$ cat src/rtl/timeout_arbiter_if.sv
// Request/grant bus between the timeout requesters and timeout_arbiter.
// cancel_i exists only when TIMEOUT_ARB_CANCEL_EN is defined.
interface timeout_arbiter_if #(
   parameter int unsigned NUM_REQ = 4,
   parameter int unsigned CNT_W   = 30
);
   logic [NUM_REQ-1:0]       req_i;
   logic [NUM_REQ*CNT_W-1:0] len_i;
   logic [NUM_REQ-1:0]       grant_o;
   logic [NUM_REQ-1:0]       done_o;
   logic                     busy_o;
   logic [CNT_W-1:0]         remain_o;
`ifdef TIMEOUT_ARB_CANCEL_EN
   logic [NUM_REQ-1:0]       cancel_i;

   modport master (
      output req_i, len_i, cancel_i,
      input  grant_o, done_o, busy_o, remain_o
   );
   modport slave (
      input  req_i, len_i, cancel_i,
      output grant_o, done_o, busy_o, remain_o
   );
`else
   modport master (
      output req_i, len_i,
      input  grant_o, done_o, busy_o, remain_o
   );
   modport slave (
      input  req_i, len_i,
      output grant_o, done_o, busy_o, remain_o
   );
`endif
endinterface

$ cat src/rtl/timeout_arbiter.sv
// Round-robin sharing of one timeout down-counter among NUM_REQ requesters.
// Define TIMEOUT_ARB_CANCEL_EN to let the owner abort its run via cancel_i.
module timeout_arbiter #(
   parameter int unsigned NUM_REQ   = 4,
   parameter int unsigned CNT_W     = 30,
   parameter int unsigned MAX_CYCLE = 1_000_000_000
) (
   input  logic               clk_i,
   input  logic               rst_i,
   timeout_arbiter_if.slave   bus
);
   localparam int unsigned PTR_W = (NUM_REQ > 1) ? $clog2(NUM_REQ) : 1;

   typedef enum logic [1:0] {
      S_IDLE,
      S_TIMING,
      S_DONE
   } state_t;

   state_t             state;
   logic [PTR_W-1:0]   rr_ptr;
   logic [PTR_W-1:0]   owner;

   logic               pick_vld_c;
   logic [PTR_W-1:0]   pick_c;
   logic [CNT_W-1:0]   raw_len_c;
   logic [CNT_W-1:0]   pick_len_c;
   logic [PTR_W-1:0]   next_ptr_c;
   logic [CNT_W-1:0]   len_arr [NUM_REQ];

   for (genvar k = 0; k < NUM_REQ; k++) begin : g_len
      assign len_arr[k] = bus.len_i[k*CNT_W +: CNT_W];
   end

   // First pending requester at or after rr_ptr, plus its clamped length
   always_comb begin
      int unsigned idx;
      idx        = 0;
      pick_vld_c = 1'b0;
      pick_c     = '0;
      for (int unsigned i = 0; i < NUM_REQ; i++) begin
         idx = i + 32'(rr_ptr);
         if (idx >= NUM_REQ) idx = idx - NUM_REQ;
         if (!pick_vld_c && bus.req_i[PTR_W'(idx)]) begin
            pick_vld_c = 1'b1;
            pick_c     = PTR_W'(idx);
         end
      end
      raw_len_c = len_arr[pick_c];
      if (raw_len_c == '0)
         pick_len_c = CNT_W'(1);
      else if (raw_len_c > CNT_W'(MAX_CYCLE))
         pick_len_c = CNT_W'(MAX_CYCLE);
      else
         pick_len_c = raw_len_c;
      next_ptr_c = (owner == PTR_W'(NUM_REQ - 1)) ? '0 : owner + PTR_W'(1);
   end

   // Controller: grant, count down, pulse done, rearbitrate
   always_ff @(posedge clk_i) begin
      if (rst_i) begin
         state        <= S_IDLE;
         rr_ptr       <= '0;
         owner        <= '0;
         bus.grant_o  <= '0;
         bus.done_o   <= '0;
         bus.busy_o   <= 1'b0;
         bus.remain_o <= '0;
      end else begin
         bus.done_o <= '0;
         case (state)
            S_IDLE: begin
               if (pick_vld_c) begin
                  state        <= S_TIMING;
                  owner        <= pick_c;
                  bus.grant_o  <= NUM_REQ'(1) << pick_c;
                  bus.busy_o   <= 1'b1;
                  bus.remain_o <= pick_len_c - CNT_W'(1);
               end
            end
            S_TIMING: begin
`ifdef TIMEOUT_ARB_CANCEL_EN
               if (bus.cancel_i[owner]) begin
                  state        <= S_IDLE;
                  bus.grant_o  <= '0;
                  bus.busy_o   <= 1'b0;
                  bus.remain_o <= '0;
                  rr_ptr       <= next_ptr_c;
               end else
`endif
               if (bus.remain_o == '0) begin
                  state       <= S_DONE;
                  bus.grant_o <= '0;
                  bus.done_o  <= bus.grant_o;
                  rr_ptr      <= next_ptr_c;
               end else begin
                  bus.remain_o <= bus.remain_o - CNT_W'(1);
               end
            end
            S_DONE: begin
               state      <= S_IDLE;
               bus.busy_o <= 1'b0;
            end
            default: state <= S_IDLE;
         endcase
      end
   end
endmodule

$ cat src/flat_wrapper.sv
// flat-port wrapper written by rule: the top's interface ports become plain ports
module timeout_arbiter_flat 
#(
   parameter int unsigned NUM_REQ   = 4,
   parameter int unsigned CNT_W     = 30,
   parameter int unsigned MAX_CYCLE = 1_000_000_000
)
  (clk_i, rst_i, bus_req_i, bus_len_i, bus_grant_o, bus_done_o, bus_busy_o, bus_remain_o);
  timeout_arbiter_if #(.NUM_REQ(NUM_REQ), .CNT_W(CNT_W)) bus_i ();
  input  logic clk_i;
  input  logic rst_i;
  input wire logic [$bits(bus_i.req_i)-1:0] bus_req_i;
  input wire logic [$bits(bus_i.len_i)-1:0] bus_len_i;
  output wire logic [$bits(bus_i.grant_o)-1:0] bus_grant_o;
  output wire logic [$bits(bus_i.done_o)-1:0] bus_done_o;
  output wire logic [$bits(bus_i.busy_o)-1:0] bus_busy_o;
  output wire logic [$bits(bus_i.remain_o)-1:0] bus_remain_o;
  assign bus_i.req_i = bus_req_i;
  assign bus_i.len_i = bus_len_i;
  assign bus_grant_o = bus_i.grant_o;
  assign bus_done_o = bus_i.done_o;
  assign bus_busy_o = bus_i.busy_o;
  assign bus_remain_o = bus_i.remain_o;
  timeout_arbiter #(.NUM_REQ(NUM_REQ), .CNT_W(CNT_W), .MAX_CYCLE(MAX_CYCLE)) u_core (.clk_i(clk_i), .rst_i(rst_i), .bus(bus_i));
endmodule
$ cat config.mk
export PLATFORM = sky130hd
export DESIGN_NAME = timeout_arbiter_flat
export DESIGN_NICKNAME = d
export VERILOG_FILES = /design/src/rtl/timeout_arbiter_if.sv /design/src/rtl/timeout_arbiter.sv /design/src/flat_wrapper.sv
export SDC_FILE = /design/constraint.sdc
export NUM_CORES = 1
export LEC_CHECK = 0
export CELL_PAD_IN_SITES_DETAIL_PLACEMENT = 1
export CELL_PAD_IN_SITES_GLOBAL_PLACEMENT = 1
export CORE_ASPECT_RATIO = 1.1
export CORE_UTILIZATION = 30
export DETAILED_ROUTE_END_ITERATION = 7
export GPL_TIMING_DRIVEN = 0
export PLACE_DENSITY_LB_ADDON = 0.1
export REMOVE_ABC_BUFFERS = 1
export SYNTH_ARGS = -nofsm -noshare
export SYNTH_HDL_FRONTEND = slang
export SYNTH_SLANG_ARGS = --single-unit
$ cat constraint.sdc
create_clock -name clk_i -period 7 [get_ports clk_i]
set_clock_uncertainty 0.05 [all_clocks]
set_input_delay 1.4 -clock clk_i [delete_from_list [all_inputs] [get_ports clk_i]]
set_output_delay 1.4 -clock clk_i [all_outputs]
set_load 0.02 [all_outputs]
==> results of run 1 <==
-- registers in the layout, indices dropped and copies added, names as in the netlist --
name / count
u_core.state: 2
u_core.bus.done_o: 4
u_core.bus.busy_o: 1
u_core.rr_ptr: 2
u_core.bus.remain_o: 30
u_core.bus.grant_o: 4
u_core.owner: 2
-- power by group through the flow --
stage	combinational, mW	clock [mW]	sequential [mW]
detailed placement	0.526	0	0.331
global placement	0.512	0	0.330
floorplan	0.271	0	0.352
global route	0.584	0.274	0.331
finish	0.539	0.258	0.326
CTS	0.532	0.264	0.325
-- how the worst min path moves through the flow --
stage | startpoint | to | slack, ns | cells after the start
final | u_core.bus.grant_o[1] | u_core.bus.done_o[1] | 0.44 | 1
after global routing | u_core.bus.grant_o[1] | u_core.bus.done_o[1] | 0.46 | 1
after CTS | u_core.bus.grant_o[1] | u_core.bus.done_o[1] | 0.44 | 1
after detailed placement | u_core.bus.grant_o[1] | u_core.bus.done_o[1] | 0.42 | 1
after global placement | u_core.bus.grant_o[3] | u_core.bus.done_o[3] | 0.42 | 1
after floorplan | u_core.owner[1] | u_core.owner[1] | 0.41 | 2
-- cell usage after synthesis, drive strengths merged (3+ instances only) --
cell type,count,area [sq um]
inv,9,33.8
nor2,56,228
clkbuf,24,90.1
a2111oi,3,26.3
or3,9,56.3
buf,13,98.8
a211oi,11,92.6
and3,9,56.3
nor3,25,145
nand4,8,50.1
dfxtp,45,901
o31ai,5,37.5
xnor2,3,26.3
xor2,5,43.8
nor2b,6,45.1
o21a,7,52.6
nor4,14,139
mux2,25,282
a31oi,8,56.3
o22ai,3,18.8
nand3,39,228
o211ai,4,30.0
nand2,57,216
a21oi,32,164
and2,9,56.3
a31o,5,43.8
a211o,3,26.3
mux2i,47,470
a32oi,3,26.3
or4,3,22.5
o21ai,47,239
-- routing by layer --
layer | track usage (%) | vias up | part of all wire (%)
li1 | - | 2491 | -
met4 | 6.49 | 0 | 2.0
met5 | 0 | - | 0
met1 | 28.4 | 2565 | 42
met2 | 48.6 | 123 | 52
met3 | 3.02 | 23 | 3.3
-- logic make-up (layout without fill, tap and decap cells) --
kind of cell	Yosys count	in the layout	share of synthesized area [%]
fa+ha+maj	2	2	0.561
compound gates	163	163	25.9
mux	72	72	16.9
buf+inv	47	192	5.08
xor+xnor	8	8	1.57
flops	45	45	20.2
simple gates	244	247	29.8
-- cell type report --
cell class	count	area share [%]
multi-input cells	492	52.9
clock buffers	5	1.91
inverters	10	0.572
repair buffers	174	26.8
flip-flops and latches	45	13.7
clock inverters	3	0.401
well taps	192	3.66
-- repair_timing --
action,in CTS,in global routing
setup endpoints to repair,19,6
gates cloned,2,1
pin swaps,3,3
setup buffers,3,4
resized for setup,8,7
-- stage by stage --
stage               cell area, sq um  total power [mW]  setup WS [ns]  std cells
floorplan                       4270             0.623          0.156        544
global placement                6150             0.842          -2.26        900
detailed placement              6230             0.857          -1.34        903
CTS                             6460              1.12          0.164        916
global route                    6560              1.19         0.0386        921
finish                          6560              1.12          0.320        921
-- critical path, cell delays in order --
cell,delay (ns)
clkdlybuf4s50_1,0.50
nor2b_2,0.33
a211o_1,0.46
nand2_1,0.30
a211oi_2,0.36
o22ai_1,0.21
nand4b_4,0.22
nor4_4,0.38
nand4_1,0.26
o21a_4,0.29
o311a_1,0.38
ha_1,0.28
nand2_1,0.12
a211oi_1,0.07
a31oi_4,0.44
nor4_4,0.07
buf_4,0.18
buf_4,0.15
a21oi_1,0.13
o21ai_0,0.10
o211ai_1,0.19
==> impl_metrics.toml, run 1 <==
[routing]
detail-route-antenna-nets = 0
drc = 0
postRouteWirelength_mm = 19.2
via_per_inst = 5.65
wl_per_cell_um = 20.8
drtIter0Drc = 178
first_pass_iters = 6
vias = 5202

[timing]
whs_ns = 0.440
worst_pin_slew_ns = 1.35
rsz0062_at_grt = "false"
fmax_mhz = 150
finalHoldViolCount = 0
setup_violations = 0
fin_crit_sh_pct = 95.4
maxSlewViolCount = 0
relSlewSlack_pct = 9.87
min_period_ns = 6.68
final.setup.tns_ns = 0

[grt]
grt_overflow = 0
antenna_found_initial = 0
grt_max_degree = 46
groute.usage.overall_pct = 24.8
grt_pass1_vias = 5509
grt_pass1_wl_mm = 29.9

[clock_tree]
cts_buffers = 5
clockBufferDepth = 2
cts_hold_buffers = 0
htree_levels = 2
cts.sinks = 45
cts_tree = "done"
clk_latency_ns = 0.30
clkTransAtPathRegs_ns = 0.07
cts-root-buf = "clkbuf_16"

[floorplanning]
die_h_um = 130
die_x_um = 118
core_area_sq_um = 14400
std_cell_rows = 46
io_pins = 165
start_util_pct = 30.9
die-area_sq_um = 15300

[worst_setup_path]
crit_fanout = 22
criticalPathCategory = "input pin to flop"
start_kind = "input pin"
crit_path_end = "u_core.bus.remain_o[18]"
cp_data_arrival_time_ns = 6.84
worst_r2r_path_depth = 19
rrSetupSlack_ns = 1.46
r2r_start = "u_core.rr_ptr[1]"
critPathRequiredTime_ns = 7.16
timing.rr.end = "u_core.bus.remain_o[24]"
worstSetupEndpointType = "flop"
cp-startpoint = "bus_req_i[2]"

[synth]
synth.avg_cell_area_sq_um = 7.67
synthArstFlopShare_pct = 0
synth-edff-count = 0
synth_cell_type_count = 83
synthFlopType = "dfxtp_1"
ys_ff_latch = 45
netlist_instances = 581
ys_warn_count = 0
ys_seq_area_share_pct = 20.2
netlist_area_sq_um = 4460

[power_and_ir_drop]
ir_drop_uv = 88.2
p_sw_mw = 0.455
switching_share_pct = 40.5
powerDensity_nw_per_um2 = 171
p_int_mw = 0.669
power_frac_clock_pct = 23.0
pwr-share-comb_pct = 48.0
seqPwrFrac_pct = 29.0
leakage_nw = 2.47

[finish]
syn2layout_area_growth_pct = 47.2
nets = 856
multi_input_area_sq_um = 3470
layout_commonest_cell = "clkdlybuf4s50_1"
seq_area_sq_um = 901
nFillCells = 1731
utilization_pct = 45.4
final_cell_mix = "clkdlybuf4s50_1 (164), nand2_1 (55), nor2_1 (52)"
n_antenna_cell = 0
drive_gt1_share_pct = 12.9

[place]
portBuffers = 164
dp_hpwl_mm = 14.3
finalWeightedCongestion = 0.828

[flow_run]
drv_cap = 0

[status]
outcome = "completed"

[min_path]
hold_path_class = "flop to flop"
Note: power is estimated with default switching activity, not from simulation.
==> run 2: changes to the inputs <==
--- a/config.mk
+++ b/config.mk
@@ -5,11 +5,14 @@
 export SDC_FILE = /design/constraint.sdc
 export NUM_CORES = 1
 export LEC_CHECK = 0
+export CAP_MARGIN = 15
 export CELL_PAD_IN_SITES_DETAIL_PLACEMENT = 1
 export CELL_PAD_IN_SITES_GLOBAL_PLACEMENT = 1
 export CORE_ASPECT_RATIO = 1.1
 export CORE_UTILIZATION = 30
 export DETAILED_ROUTE_END_ITERATION = 7
+export DONT_BUFFER_PORTS = 1
+export GPL_ROUTABILITY_DRIVEN = 0
 export GPL_TIMING_DRIVEN = 0
 export PLACE_DENSITY_LB_ADDON = 0.1
 export REMOVE_ABC_BUFFERS = 1
==> run 2 against run 1 <==
Compared with the run above: fmax rose by 3.0%; clock power rose by 10%; via count fell by 13%; power fell by 9.1%; register-to-register slack got worse by 0.18 ns; global-route usage fell by 2.4 points; critical endpoint is now u_core.bus.remain_o[24].
==> impl_metrics.toml, run 2 (same netlist as run 1, synthesis figures left out) <==
[power_and_ir_drop]
ir_drop_uv = 127
powerDensity_nw_per_um2 = 211
leakage_nw = 1.83

[timing]
rsz0062_at_grt = "false"
maxSlewViolCount = 0
worst_pin_slew_ns = 0.967
setup_violations = 0
whs_ns = 0.469
relSlewSlack_pct = 35.3
fin_crit_sh_pct = 92.7
min_period_ns = 6.49
fmax_mhz = 154
layout_setup_ws_ns = 0.514
finalHoldViolCount = 0

[clock_tree]
cts_buffers = 5
htree_levels = 2
clkTransAtPathRegs_ns = 0.07
cts_tree = "done"
cts-root-buf = "clkbuf_16"
clk_latency_ns = 0.29
cts.sinks = 45
clockBufferDepth = 2
cts_hold_buffers = 0

[worst_setup_path]
worstSetupEndpointType = "flop"
r2r_start = "u_core.rr_ptr[1]"
cp_data_arrival_time_ns = 6.62
crit_fanout = 29
start_kind = "input pin"
critPathRequiredTime_ns = 7.14
rrSetupSlack_ns = 1.28
criticalPathCategory = "input pin to flop"
timing.rr.end = "u_core.bus.remain_o[24]"
worst_r2r_path_depth = 19

[grt]
met1_usage_pct = 25.7
met2_usage_pct = 44.1
groute.usage.overall_pct = 22.4
grt_pass1_wl_mm = 27.0
grt_overflow = 0
antenna_found_initial = 0
grt_pass1_vias = 4835
grt_max_degree = 46
gr-max-usage-layer = "met2"
use_met3_pct = 4.11

[finish]
n_antenna_cell = 0
top_register = "u_core.bus.remain_o"
layout_commonest_cell = "nand2_1"
utilization_pct = 33.5
nets = 689
final_cell_mix = "nand2_1 (55), nor2_1 (52), mux2i_1 (47)"
top_regs = "u_core.bus.remain_o x30, u_core.bus.done_o x4, u_core.bus.grant_o x4"
drive_gt1_share_pct = 16.0
final_cell_count_no_fill = 754
nFillCells = 1753
largest_register_ffs = 30
syn2layout_area_growth_pct = 8.68

[routing]
drc = 0
detail-route-antenna-nets = 0
wl_per_cell_um = 23.2
vias = 4524
postRouteWirelength_mm = 17.5
via_per_inst = 6.00
first_pass_iters = 4
drtIter0Drc = 203

[min_path]
hold_path_class = "flop to flop"
hp-start = "u_core.owner[1]"
hold_end = "u_core.owner[1]"
hold_depth = 2

[floorplanning]
std_cell_rows = 46
die_x_um = 118
die-area_sq_um = 15300
start_util_pct = 30.9
io_pins = 165
core_area_sq_um = 14400
die_h_um = 130

[place]
dp.cells = 741
post-place-ws_ns = -0.468
portBuffers = 0
dp_hpwl_mm = 13.2

[status]
outcome = "completed"

[flow_run]
drv_cap = 0
==> run 2: worst max-delay path, stage by stage <==
cell      delay (ns)
nor2b_2         0.17
o21bai_2        0.22
nand3_2         0.37
buf_12          0.33
mux2i_1         0.14
mux2_2          0.31
nor3_2          0.29
o21ai_1         0.16
nor2_4          0.30
o21a_2          0.56
o311a_1         0.31
ha_1            0.28
nand2_1         0.10
a211oi_1        0.25
a31oi_2         0.20
nor4_4          0.33
buf_4           0.18
nand2_2         0.08
nor3_1          0.25
mux2_2          0.36
==> run 2: how the worst max path moves through the flow <==
stage | start | endpoint | slack (ns) | cells past startpoint
2_1_floorplan | bus_req_i[2] | u_core.bus.remain_o[24] | 0.16 | 18
3_3_place_gp | bus_req_i[2] | u_core.bus.remain_o[24] | -1.73 | 18
3_5_place_dp | bus_req_i[2] | u_core.bus.remain_o[24] | -0.47 | 18
4_1_cts | bus_req_i[2] | u_core.bus.remain_o[24] | 0.13 | 18
5_1_grt | bus_req_i[2] | u_core.bus.remain_o[18] | 0.25 | 20
6_report | bus_req_i[2] | u_core.bus.remain_o[24] | 0.51 | 20
==> run 2: repair_timing <==
item / CTS / global route
setup endpoints to repair: 3 / 4
pin swaps: 0 / 3
gates cloned: 0 / 1
hold endpoints to repair: 0 / 0
setup buffers: 0 / 4
resized for setup: 1 / 2
==> run 2: layer usage <==
metal	part of all wire [%]	vias up
met4	0.51	0
met1	42	2262
met3	4.3	9
met2	54	97
li1	-	2156
met5	0	-
==> run 2: cell type report <==
cell class	count	area, sq um	area share, %
Sequential cell	45	901	18.6
Tap cell	192	240	4.96
Clock buffer	5	125	2.58
Inverter	10	37.5	0.775
Clock inverter	3	46.3	0.956
Timing Repair Buffer	9	116	2.40
Multi-Input combinational cell	490	3380	69.7
==> run 2: power by group <==
| part | switching, mW | leakage (nW) | internal (mW) |
|---|---|---|---|
| logic | 0.230 | 1.37 | 0.142 |
| registers | 0.0805 | 0.371 | 0.285 |
| clock network | 0.115 | 0.0800 | 0.169 |
| total | 0.425 | 1.83 | 0.597 |
==> run 2: through the flow <==
stage	setup TNS [ns]	instance area, sq um	total power [mW]
global route	0	4840	1.08
global placement	-27.22	4510	0.727
finish	0	4840	1.02
detailed placement	-2.02	4610	0.739
floorplan	0	4270	0.623
CTS	0	4790	1.03
